`src/rtl/seq_alu.sv`:
```
// Multi-cycle ALU: single-cycle ops, latency 1; iterative MULU/DIVU, latency WIDTH+1.
// `start` is ignored while busy. DIVU is built only when SEQ_ALU_DIV_EN is defined.
module seq_alu #(
   parameter int WIDTH = 32,
   localparam int CW = $clog2(WIDTH + 1)
) (
   input  logic             clk,
   input  logic             rst,
   input  logic             start,
   input  logic [3:0]       op,
   input  logic [WIDTH-1:0] a,
   input  logic [WIDTH-1:0] b,
   output logic             busy,
   output logic             done,
   output logic [WIDTH-1:0] result_lo,
   output logic [WIDTH-1:0] result_hi,
   output logic             zero,
   output logic             err
);

   localparam logic [3:0] OP_ADD  = 4'd0;
   localparam logic [3:0] OP_SUB  = 4'd1;
   localparam logic [3:0] OP_AND  = 4'd2;
   localparam logic [3:0] OP_OR   = 4'd3;
   localparam logic [3:0] OP_XOR  = 4'd4;
   localparam logic [3:0] OP_NOR  = 4'd5;
   localparam logic [3:0] OP_SLT  = 4'd6;
   localparam logic [3:0] OP_SLTU = 4'd7;
   localparam logic [3:0] OP_MULU = 4'd8;
`ifdef SEQ_ALU_DIV_EN
   localparam logic [3:0] OP_DIVU = 4'd9;
`endif

   typedef enum logic [1:0] {IDLE, RUN, DONE} state_t;

   state_t             state_q, state_d;
   logic               busy_q, busy_d;
   logic               done_q, done_d;
   logic               err_q, err_d;
   logic               zero_q, zero_d;
   logic               eq_q, eq_d;
   logic [WIDTH-1:0]   res_lo_q, res_lo_d;
   logic [WIDTH-1:0]   res_hi_q, res_hi_d;
   logic [CW-1:0]      cnt_q, cnt_d;
   logic [WIDTH-1:0]   opnd_q, opnd_d;
   logic [2*WIDTH-1:0] acc_q, acc_d;

   logic [WIDTH-1:0]   sc_lo, sc_hi;
   logic               sc_err;
   logic [WIDTH:0]     mul_sum;
   logic [2*WIDTH-1:0] acc_step;

`ifdef SEQ_ALU_DIV_EN
   logic               is_div_q, is_div_d;
   logic [WIDTH-1:0]   quo_q, quo_d;
   logic [WIDTH-1:0]   rem_q, rem_d;
   logic [WIDTH:0]     rem_sh;
   logic               rem_ge;
   logic [WIDTH-1:0]   quo_step, rem_step;

   // Restoring step: remainder stays below the divisor, so WIDTH bits hold it between steps.
   always_comb begin
      rem_sh   = {rem_q, quo_q[WIDTH-1]};
      rem_ge   = (rem_sh >= {1'b0, opnd_q});
      rem_step = rem_ge ? WIDTH'(rem_sh - {1'b0, opnd_q}) : WIDTH'(rem_sh);
      quo_step = {quo_q[WIDTH-2:0], rem_ge};
   end
`endif

   always_comb begin
      mul_sum  = {1'b0, acc_q[2*WIDTH-1:WIDTH]} + (acc_q[0] ? {1'b0, opnd_q} : '0);
      acc_step = {mul_sum, acc_q[WIDTH-1:1]};
   end

   always_comb begin
      sc_lo  = '0;
      sc_hi  = '0;
      sc_err = 1'b0;
      case (op)
         OP_ADD:  sc_lo = a + b;
         OP_SUB:  sc_lo = a - b;
         OP_AND:  sc_lo = a & b;
         OP_OR:   sc_lo = a | b;
         OP_XOR:  sc_lo = a ^ b;
         OP_NOR:  sc_lo = ~(a | b);
         OP_SLT:  sc_lo = {{(WIDTH-1){1'b0}}, ($signed(a) < $signed(b))};
         OP_SLTU: sc_lo = {{(WIDTH-1){1'b0}}, (a < b)};
`ifdef SEQ_ALU_DIV_EN
         // Only reached with b == 0; nonzero divisors iterate instead.
         OP_DIVU: begin
            sc_lo  = '1;
            sc_hi  = a;
            sc_err = 1'b1;
         end
`endif
         default: sc_err = 1'b1;
      endcase
   end

   always_comb begin
      state_d  = state_q;
      busy_d   = busy_q;
      done_d   = 1'b0;
      err_d    = err_q;
      zero_d   = zero_q;
      eq_d     = eq_q;
      res_lo_d = res_lo_q;
      res_hi_d = res_hi_q;
      cnt_d    = cnt_q;
      opnd_d   = opnd_q;
      acc_d    = acc_q;
`ifdef SEQ_ALU_DIV_EN
      is_div_d = is_div_q;
      quo_d    = quo_q;
      rem_d    = rem_q;
`endif
      case (state_q)
         RUN: begin
            cnt_d = cnt_q - CW'(1);
`ifdef SEQ_ALU_DIV_EN
            if (is_div_q) begin
               quo_d = quo_step;
               rem_d = rem_step;
            end else begin
               acc_d = acc_step;
            end
`else
            acc_d = acc_step;
`endif
            if (cnt_q == CW'(1)) begin
               state_d  = DONE;
               busy_d   = 1'b0;
               done_d   = 1'b1;
               err_d    = 1'b0;
               zero_d   = eq_q;
               res_lo_d = acc_step[WIDTH-1:0];
               res_hi_d = acc_step[2*WIDTH-1:WIDTH];
`ifdef SEQ_ALU_DIV_EN
               if (is_div_q) begin
                  res_lo_d = quo_step;
                  res_hi_d = rem_step;
               end
`endif
            end
         end
         default: begin
            if (state_q == DONE) state_d = IDLE;
            if (start) begin
               if (op == OP_MULU) begin
                  acc_d   = {{WIDTH{1'b0}}, a};
                  opnd_d  = b;
                  eq_d    = (a == b);
                  cnt_d   = CW'(WIDTH);
                  busy_d  = 1'b1;
                  state_d = RUN;
`ifdef SEQ_ALU_DIV_EN
                  is_div_d = 1'b0;
               end else if (op == OP_DIVU && b != '0) begin
                  quo_d    = a;
                  rem_d    = '0;
                  opnd_d   = b;
                  eq_d     = (a == b);
                  cnt_d    = CW'(WIDTH);
                  busy_d   = 1'b1;
                  is_div_d = 1'b1;
                  state_d  = RUN;
`endif
               end else begin
                  res_lo_d = sc_lo;
                  res_hi_d = sc_hi;
                  err_d    = sc_err;
                  zero_d   = (a == b);
                  done_d   = 1'b1;
                  state_d  = DONE;
               end
            end
         end
      endcase
   end

   always_ff @(posedge clk) begin
      if (rst) begin
         state_q  <= IDLE;
         busy_q   <= 1'b0;
         done_q   <= 1'b0;
         err_q    <= 1'b0;
         zero_q   <= 1'b0;
         eq_q     <= 1'b0;
         res_lo_q <= '0;
         res_hi_q <= '0;
         cnt_q    <= '0;
         opnd_q   <= '0;
         acc_q    <= '0;
`ifdef SEQ_ALU_DIV_EN
         is_div_q <= 1'b0;
         quo_q    <= '0;
         rem_q    <= '0;
`endif
      end else begin
         state_q  <= state_d;
         busy_q   <= busy_d;
         done_q   <= done_d;
         err_q    <= err_d;
         zero_q   <= zero_d;
         eq_q     <= eq_d;
         res_lo_q <= res_lo_d;
         res_hi_q <= res_hi_d;
         cnt_q    <= cnt_d;
         opnd_q   <= opnd_d;
         acc_q    <= acc_d;
`ifdef SEQ_ALU_DIV_EN
         is_div_q <= is_div_d;
         quo_q    <= quo_d;
         rem_q    <= rem_d;
`endif
      end
   end

   assign busy      = busy_q;
   assign done      = done_q;
   assign err       = err_q;
   assign zero      = zero_q;
   assign result_lo = res_lo_q;
   assign result_hi = res_hi_q;

endmodule

```
`config.mk`:
```
export PLATFORM = sky130hd
export DESIGN_NAME = seq_alu
export DESIGN_NICKNAME = d
export VERILOG_FILES = /design/src/rtl/seq_alu.sv
export SDC_FILE = /design/constraint.sdc
export NUM_CORES = 1
export LEC_CHECK = 0
export ABC_AREA = 1
export CORE_ASPECT_RATIO = 0.75
export CORE_UTILIZATION = 35
export DETAILED_ROUTE_END_ITERATION = 8
export PLACE_DENSITY = 0.5
export RECOVER_POWER = 25
export SYNTH_ARGS = -nofsm -noshare
export SYNTH_HDL_FRONTEND = slang
export SYNTH_SLANG_ARGS = --single-unit
```
`constraint.sdc`:
```
create_clock -name clk -period 3 [get_ports clk]
set_input_delay 0.6 -clock clk [delete_from_list [all_inputs] [get_ports clk]]
set_output_delay 0.6 -clock clk [all_outputs]
set_load 0.05 [all_outputs]
```
==> run_results.csv, run 1 <==
group,metric,value,unit
outcome,status,"finished, final reports clean",
sta,slew_headroom,46.4,%
floorplan,core.rowCount,66,
finish,fin_util,46.6,%
logic_synthesis,synthFlopType,"dfxtp_1",
floorplan,io_pins,139,
logic_synthesis,syn_inst,2563,
place,port_buffers,138,
setup_path,r2r_start,"acc_q[0]$_SDFFE_PP0P_",
setup_path,cp-start-kind,"input pin",
sta,maxSlewViolCount,0,
place,pre_cts_ws,-0.459,ns
place,hpwlAfterDp,56.9,mm
logic_synthesis,synth_edf_count,0,
sta,worst_hold_slack,0.465,ns
power,finalPower,7.14,mW
detailed_routing,drc_errors,0,
detailed_routing,antenna_left,0,
detailed_routing,drt-pass1-iter-count,5,
sta,hold_viol_final,0,
power,p_leak,10.4,nW
sta,worst_slack,0.116,ns
sta,fmax,347,MHz
floorplan,die_width,244,um
clock_network,clockRootBuffer,"clkbuf_16",
sta,finalSetupTns,0,ns
clock_network,clock_latency,0.46,ns
hold_path,min_path_type,"flip-flop to flip-flop",
global_routing,track_usage,31.1,%
logic_synthesis,synthesis.area,15300,um^2
logic_synthesis,syn_avg_cell_area,5.99,um^2
setup_path,setup.worst_path.start,"a[0]",
logic_synthesis,synthTopCellsByArea,"dfxtp_1 (23%), nand2_1 (18%), ha_1 (12%), inv_1 (10%), a21oi_1 (8.5%)",
clock_network,numCtsBuffers,17,
power,peakVddDrop,0.498,mV
logic_synthesis,seq_area_frac_synth,22.6,%
detailed_routing,drt-vias-per-instance,5.13,
power,powerDensity,354,nW/um^2
logic_synthesis,ys_ff_latch,173,
finish,antenna_cells,0,
sta,finalCritPeriodShare,96.1,%
clock_network,clk_pin_slew,0.07,ns
setup_path,worst_ep_arrival_time,3.22,ns
logic_synthesis,synth_top_area_share,22.6,%
run,maxCapViolations,0,
floorplan,core,43300,um^2
clock_network,clockBufferDepth,2,
detailed_routing,vias,18200,
logic_synthesis,synthArstFlopShare,0,%
logic_synthesis,synthMostInstantiatedCell,"nand2_1",
place,gp_congestion,0.986,
logic_synthesis,ys.warnings.count,0,
detailed_routing,routed_wl,70.2,mm
sta,skew,0.0149,ns
sta,tightest_slew,0.805,ns
hold_path,holdCritStartpoint,"acc_q[17]$_SDFFE_PP0P_",
logic_synthesis,synth_commonest_cells,"nand2_1 (720), inv_1 (412), a21oi_1 (261)",
sta,setup_viol,0,
finish,n_fill_cell,4688,
floorplan,dieArea,44700,um^2
finish,nets,3168,
clock_network,postCtsHoldBufs,0,
setup_path,cp-end-kind,"flip-flop",
logic_synthesis,synth_cell_types,46,
clock_network,numClockSinks,173,
global_routing,grt_max_degree,102,
clock_network,cts_max_level,4,
sta,fin_crit,2.88,ns
detailed_routing,wl_per_cell,19.9,um
global_routing,grt_pass1_vias,16700,
floorplan,die_h,183,um
global_routing,grt-ovfl-total,0,
detailed_routing,first_iter_violations,1593,
global_routing,grt_pass1_wl,104,mm
setup_path,required,3.34,ns
finish,areaGrowthSynthToFinish,31.6,%
floorplan,start_util,35.5,%
setup_path,critical_path_class,"input pin to flip-flop",
finish,drive_above_1_share,14.1,%
setup_path,cp_max_fo,4,
logic_synthesis,synth_nets,2785,
clock_network,cts_tree,"built",
logic_synthesis,synth.largest_area_cell,"dfxtp_1",
global_routing,antenna_found_initial,0,
-- worst max-delay path, cell delays in order --
cell and delay (ns):
clkdlybuf4s50_1 0.55, inv_1 0.08, ha_1 0.23, fa_1 0.41
inv_2 0.14, nand2_1 0.09, nand3_2 0.13, nand2_1 0.09
nand3_1 0.13, buf_4 0.15, nand2_1 0.09, nand3_1 0.09
nand2_1 0.05, nand3_1 0.08, nand3_1 0.12, nand2_1 0.10
a21oi_1 0.07
-- through the flow --
step,instance area (um^2),std cells
finish,20200,3536
detailed placement,19500,3505
global route,20200,3536
CTS,20100,3536
floorplan,15300,2563
global placement,19500,3505
-- final cells by class --
cell class                 count  area, um^2  share of cell area (%)
clock buffer                  21         460                    2.28
tap                          578         723                    3.58
inverter                     421        1580                    7.83
sequential                   173        3460                    17.2
multi-input combinational   1868        9860                    48.9
clock inverter                10         130                   0.645
timing repair buffer         465        3970                    19.6
-- registers in the layout (all words and copies together) (netlist names) --
signal,flops
eq_q,1
opnd_q,32
state_q,2
cnt_q,6
result_hi,32
acc_q,64
result_lo,32
zero,1
busy,1
done,1
err,1
-- cell usage in the layout (no fill, tap or decap), types with 4 or more instances in the layout --
master,n
o21ai_1,6
inv_2,8
nor2_2,19
o21bai_1,13
a21o_1,5
inv_6,5
clkdlybuf4s50_1,108
buf_12,11
or2_2,6
nand4_1,32
nand3b_1,6
a31oi_1,28
o22ai_1,31
dlygate4sd3_1,28
dfxtp_1,172
ha_1,146
a21oi_1,258
nor4_1,5
o21ai_0,161
nand3_1,183
nand2_2,7
inv_1,413
a221oi_1,23
nor3_1,15
a21oi_2,4
nor2_1,166
nand2_1,713
nand3_2,5
and2_1,5
clkbuf_16,17
buf_4,314
-- layer usage --
metal | wire length (um) | GRT usage (%) | vias to the layer above
met2 | 28900 | 46.3 | 647
li1 | - | - | 9035
met3 | 4310 | 4.29 | 80
met4 | 1900 | 9.23 | 0
met5 | 0 | 0 | -
met1 | 35200 | 45.8 | 8388
-- kinds of logic (layout without fill, tap and decap cells) --
kind of cell	count (synthesis)	count (layout)	share of synthesized area [%]
AOI/OAI and AO/OA	544	544	19.4
xor gates and xnor gates	1	1	0.0571
adders and majority gates	151	151	12.5
buffers and inverters	522	917	13.7
DFF	173	173	22.6
and+or+nand+nor	1172	1172	31.8
-- worst paths after layout --
kind | end | slack [ns] | cells after the start
max | result_lo[24]$_SDFFE_PP0P_ | 0.12 | 17
min | acc_q[17]$_SDFFE_PP0P_ | 0.47 | 2
min reg2reg | acc_q[17]$_SDFFE_PP0P_ | 0.47 | 2
max reg2reg | result_hi[28]$_SDFFE_PP0P_ | 0.19 | 14
-- power by group --
group	switching [mW]	internal, mW	leakage [nW]
logic	1.47	0.921	8.69
registers	0.0525	2.37	1.41
clock network	1.04	1.29	0.290
-- repair_timing --
action / in CTS / in global routing
setup buffers: 0 / 0
cloned: 0 / 0
resized for setup: 1 / 33
setup endpoints to repair: 1 / 29
No activity file was read; power rests on OpenSTA's default activity.
==> run 2, diff against run 1 <==
CAP_MARGIN = 10   (was not set)
==> results of run 2 <==
Same layout as run 1: the final DEF is identical, and so are final timing and power.
==> run 3, diff against run 2 <==
CORE_MARGIN = 3   (was not set)
==> run 3 against run 2 <==
Die area grew 3.9%. Register-to-register slack improved by 0.03 ns. Critical path depth did not move.
==> run_results.csv, run 3 (synthesis results as in run 1) <==
group,metric,value,unit
hold_path,min_path_type,"flip-flop to flip-flop",
place,hpwlAfterDp,57.0,mm
finish,final_common_cell,"nand2_1",
setup_path,r2r_setup_slack,0.22,ns
setup_path,crit_end,"result_lo[23]$_SDFFE_PP0P_",
setup_path,cp-end-kind,"flip-flop",
sta,hold_viol_final,0,
global_routing,grt-ovfl-total,0,
finish,areaGrowthSynthToFinish,30.4,%
outcome,status,"finished, final reports clean",
clock_network,postCtsHoldBufs,0,
floorplan,core.rowCount,65,
power,p_leak,10.3,nW
run,maxCapViolations,0,
clock_network,numClockSinks,173,
setup_path,r2r_start,"acc_q[0]$_SDFFE_PP0P_",
setup_path,worst_path_largest_cell_delay,0.49,ns
clock_network,clockBufferDepth,2,
floorplan,dieArea,46400,um^2
sta,fmax,348,MHz
floorplan,core,42700,um^2
setup_path,critPathMostFrequentCell,"nand2_1",
sta,worst_hold_slack,0.462,ns
sta,maxSlewViolCount,0,
sta,slew_headroom,17.4,%
sta,skew,0.0126,ns
global_routing,grt_pass1_vias,17000,
sta,rsz0062_at_grt,"false",
clock_network,numCtsBuffers,17,
floorplan,die_width,248,um
finish,regMostFlops,"acc_q",
detailed_routing,wl_per_cell,19.9,um
detailed_routing,wl_met1,35.0,mm
place,pre_cts_ws,-0.690,ns
clock_network,clock_latency,0.46,ns
floorplan,start_util,35.9,%
finish,drive_above_1_share,13.2,%
place,port_buffers,138,
setup_path,worst_ep_arrival_time,3.21,ns
clock_network,cts_tree,"built",
floorplan,die_h,187,um
finish,n_fill_cell,4622,
global_routing,grt_pass1_wl,104,mm
sta,tightest_slew,1.24,ns
detailed_routing,drc_errors,0,
setup_path,critical_path_class,"input pin to flip-flop",
place,gp_congestion,1.01,
setup_path,path_cells,"clkdlybuf4s50_1 -> inv_1 -> ha_1 -> nor2_2 -> nand2_1 -> nand2_1 -> nand2_1 -> nand2_1 -> nand2_1 -> nand2_1 -> nand2_1 -> nand2_1 -> nand2_1 -> nand3_1 -> nand3_1 -> nand2_1 -> a21oi_1",
global_routing,grt_max_degree,74,
sta,finalSetupTns,0,ns
setup_path,cpMaxStageDelayCell,"clkdlybuf4s50_1",
clock_network,clockRootBuffer,"clkbuf_16",
sta,finalCritPeriodShare,95.7,%
clock_network,cts_max_level,4,
detailed_routing,antenna_left,0,
setup_path,worstRegToRegCells,12,
power,peakVddDrop,0.434,mV
global_routing,antenna_found_initial,2,
global_routing,track_usage,29.6,%
setup_path,cp_max_fo,5,
power,finalPower,6.93,mW
power,powerDensity,347,nW/um^2
finish,fin_util,46.9,%
detailed_routing,vias,18300,
finish,final_cell_mix,"nand2_1 (720), inv_1 (411), buf_4 (302), a21oi_1 (260), nand3_1 (186)",
detailed_routing,first_iter_violations,1786,
setup_path,required,3.34,ns
clock_network,postCtsSetupRepairBufs,0,
detailed_routing,drt-vias-per-instance,5.21,
floorplan,io_pins,139,
finish,largest_reg_flops,64,
detailed_routing,routed_wl,70.0,mm
finish,nets,3161,
setup_path,setup.worst_path.start,"b[1]",
clock_network,clk_pin_slew,0.07,ns
detailed_routing,top_layer,"met4",
detailed_routing,routed-wl-met2,28.2,mm
setup_path,cp-start-kind,"input pin",
sta,fin_crit,2.87,ns
setup_path,reg2reg_to,"acc_q[48]$_SDFFE_PP0P_",
detailed_routing,route.met3.wl,4.72,mm
sta,setup_viol,0,
detailed_routing,drt-pass1-iter-count,6,
sta,worst_slack,0.129,ns
run 3: cell count changes in the layout (fill, tap and decap cells not counted), moves of 3 or more:
cell             before  now
buf_4               314  302
nand2_1             713  720
clkdlybuf4s50_1     108  102
dlygate4sd3_1        28   34
nand2_2               7    1
nor2_2               19   14
nor2_1              166  170
o21ai_1               6    2
clkinvlp_4            0    3
nand3_1             183  186
nand3_2               5    2
o21ai_0             161  164
run 3: final cells by class:
class	count	area [um^2]	area share [%]
clock inverter	13	105	0.525
clock buffer	18	429	2.15
tap	569	712	3.56
timing repair buffer	458	3910	19.6
multi-input combinational	1868	9800	49.0
sequential	173	3460	17.3
inverter	421	1580	7.90
antenna	1	2.50	0.0125
run 3: what timing repair did:
item | CTS | global route
endpoints found under the setup margin | 6 | 11
gates resized for setup | 4 | 8
hold endpoints to repair | 0 | 0
run 3: per-stage QoR:
stage | cell area (um^2) | std cells
after floorplan | 15300 | 2563
after global placement | 19500 | 3489
after detailed placement | 19500 | 3489
after CTS | 20000 | 3520
after global routing | 20000 | 3521
final | 20000 | 3521
run 3: how the worst min path moves through the flow:
| stage | startpoint | to | slack [ns] | depth (start not counted) |
|---|---|---|---|---|
| CTS | acc_q[26]$_SDFFE_PP0P_ | acc_q[26]$_SDFFE_PP0P_ | 0.47 | 2 |
| detailed placement | acc_q[26]$_SDFFE_PP0P_ | acc_q[26]$_SDFFE_PP0P_ | 0.46 | 2 |
| finish | busy$_SDFFE_PP0P_ | busy$_SDFFE_PP0P_ | 0.46 | 2 |
| floorplan | state_q[0]$_SDFFE_PP0P_ | state_q[0]$_SDFFE_PP0P_ | 0.44 | 2 |
| global placement | state_q[0]$_SDFFE_PP0P_ | state_q[0]$_SDFFE_PP0P_ | 0.45 | 2 |
| global route | acc_q[25]$_SDFFE_PP0P_ | acc_q[25]$_SDFFE_PP0P_ | 0.48 | 2 |
run 3: report_power, final:
part	leakage, nW	switching (mW)	total (mW)	internal, mW
logic	8.65	1.46	2.37	0.912
registers	1.41	0.0578	2.43	2.37
clock network	0.256	1.06	2.13	1.07
total	10.3	2.58	6.93	4.35
run 3: worst max-delay path, delay by kind of cell:
kind / cells / cell delay (ns)
AO/OA/AOI/OAI: 1 / 0.07
adder cells (fa/ha/maj): 1 / 0.41
buffers and inverters: 2 / 0.63
AND/OR/NAND/NOR: 13 / 1.48
run 3: layer usage:
metal | up-vias | global-route usage (%)
met4 | 0 | 8.41
met1 | 8530 | 44.9
met3 | 95 | 4.23
li1 | 9024 | -
met2 | 693 | 43.1
met5 | - | 0
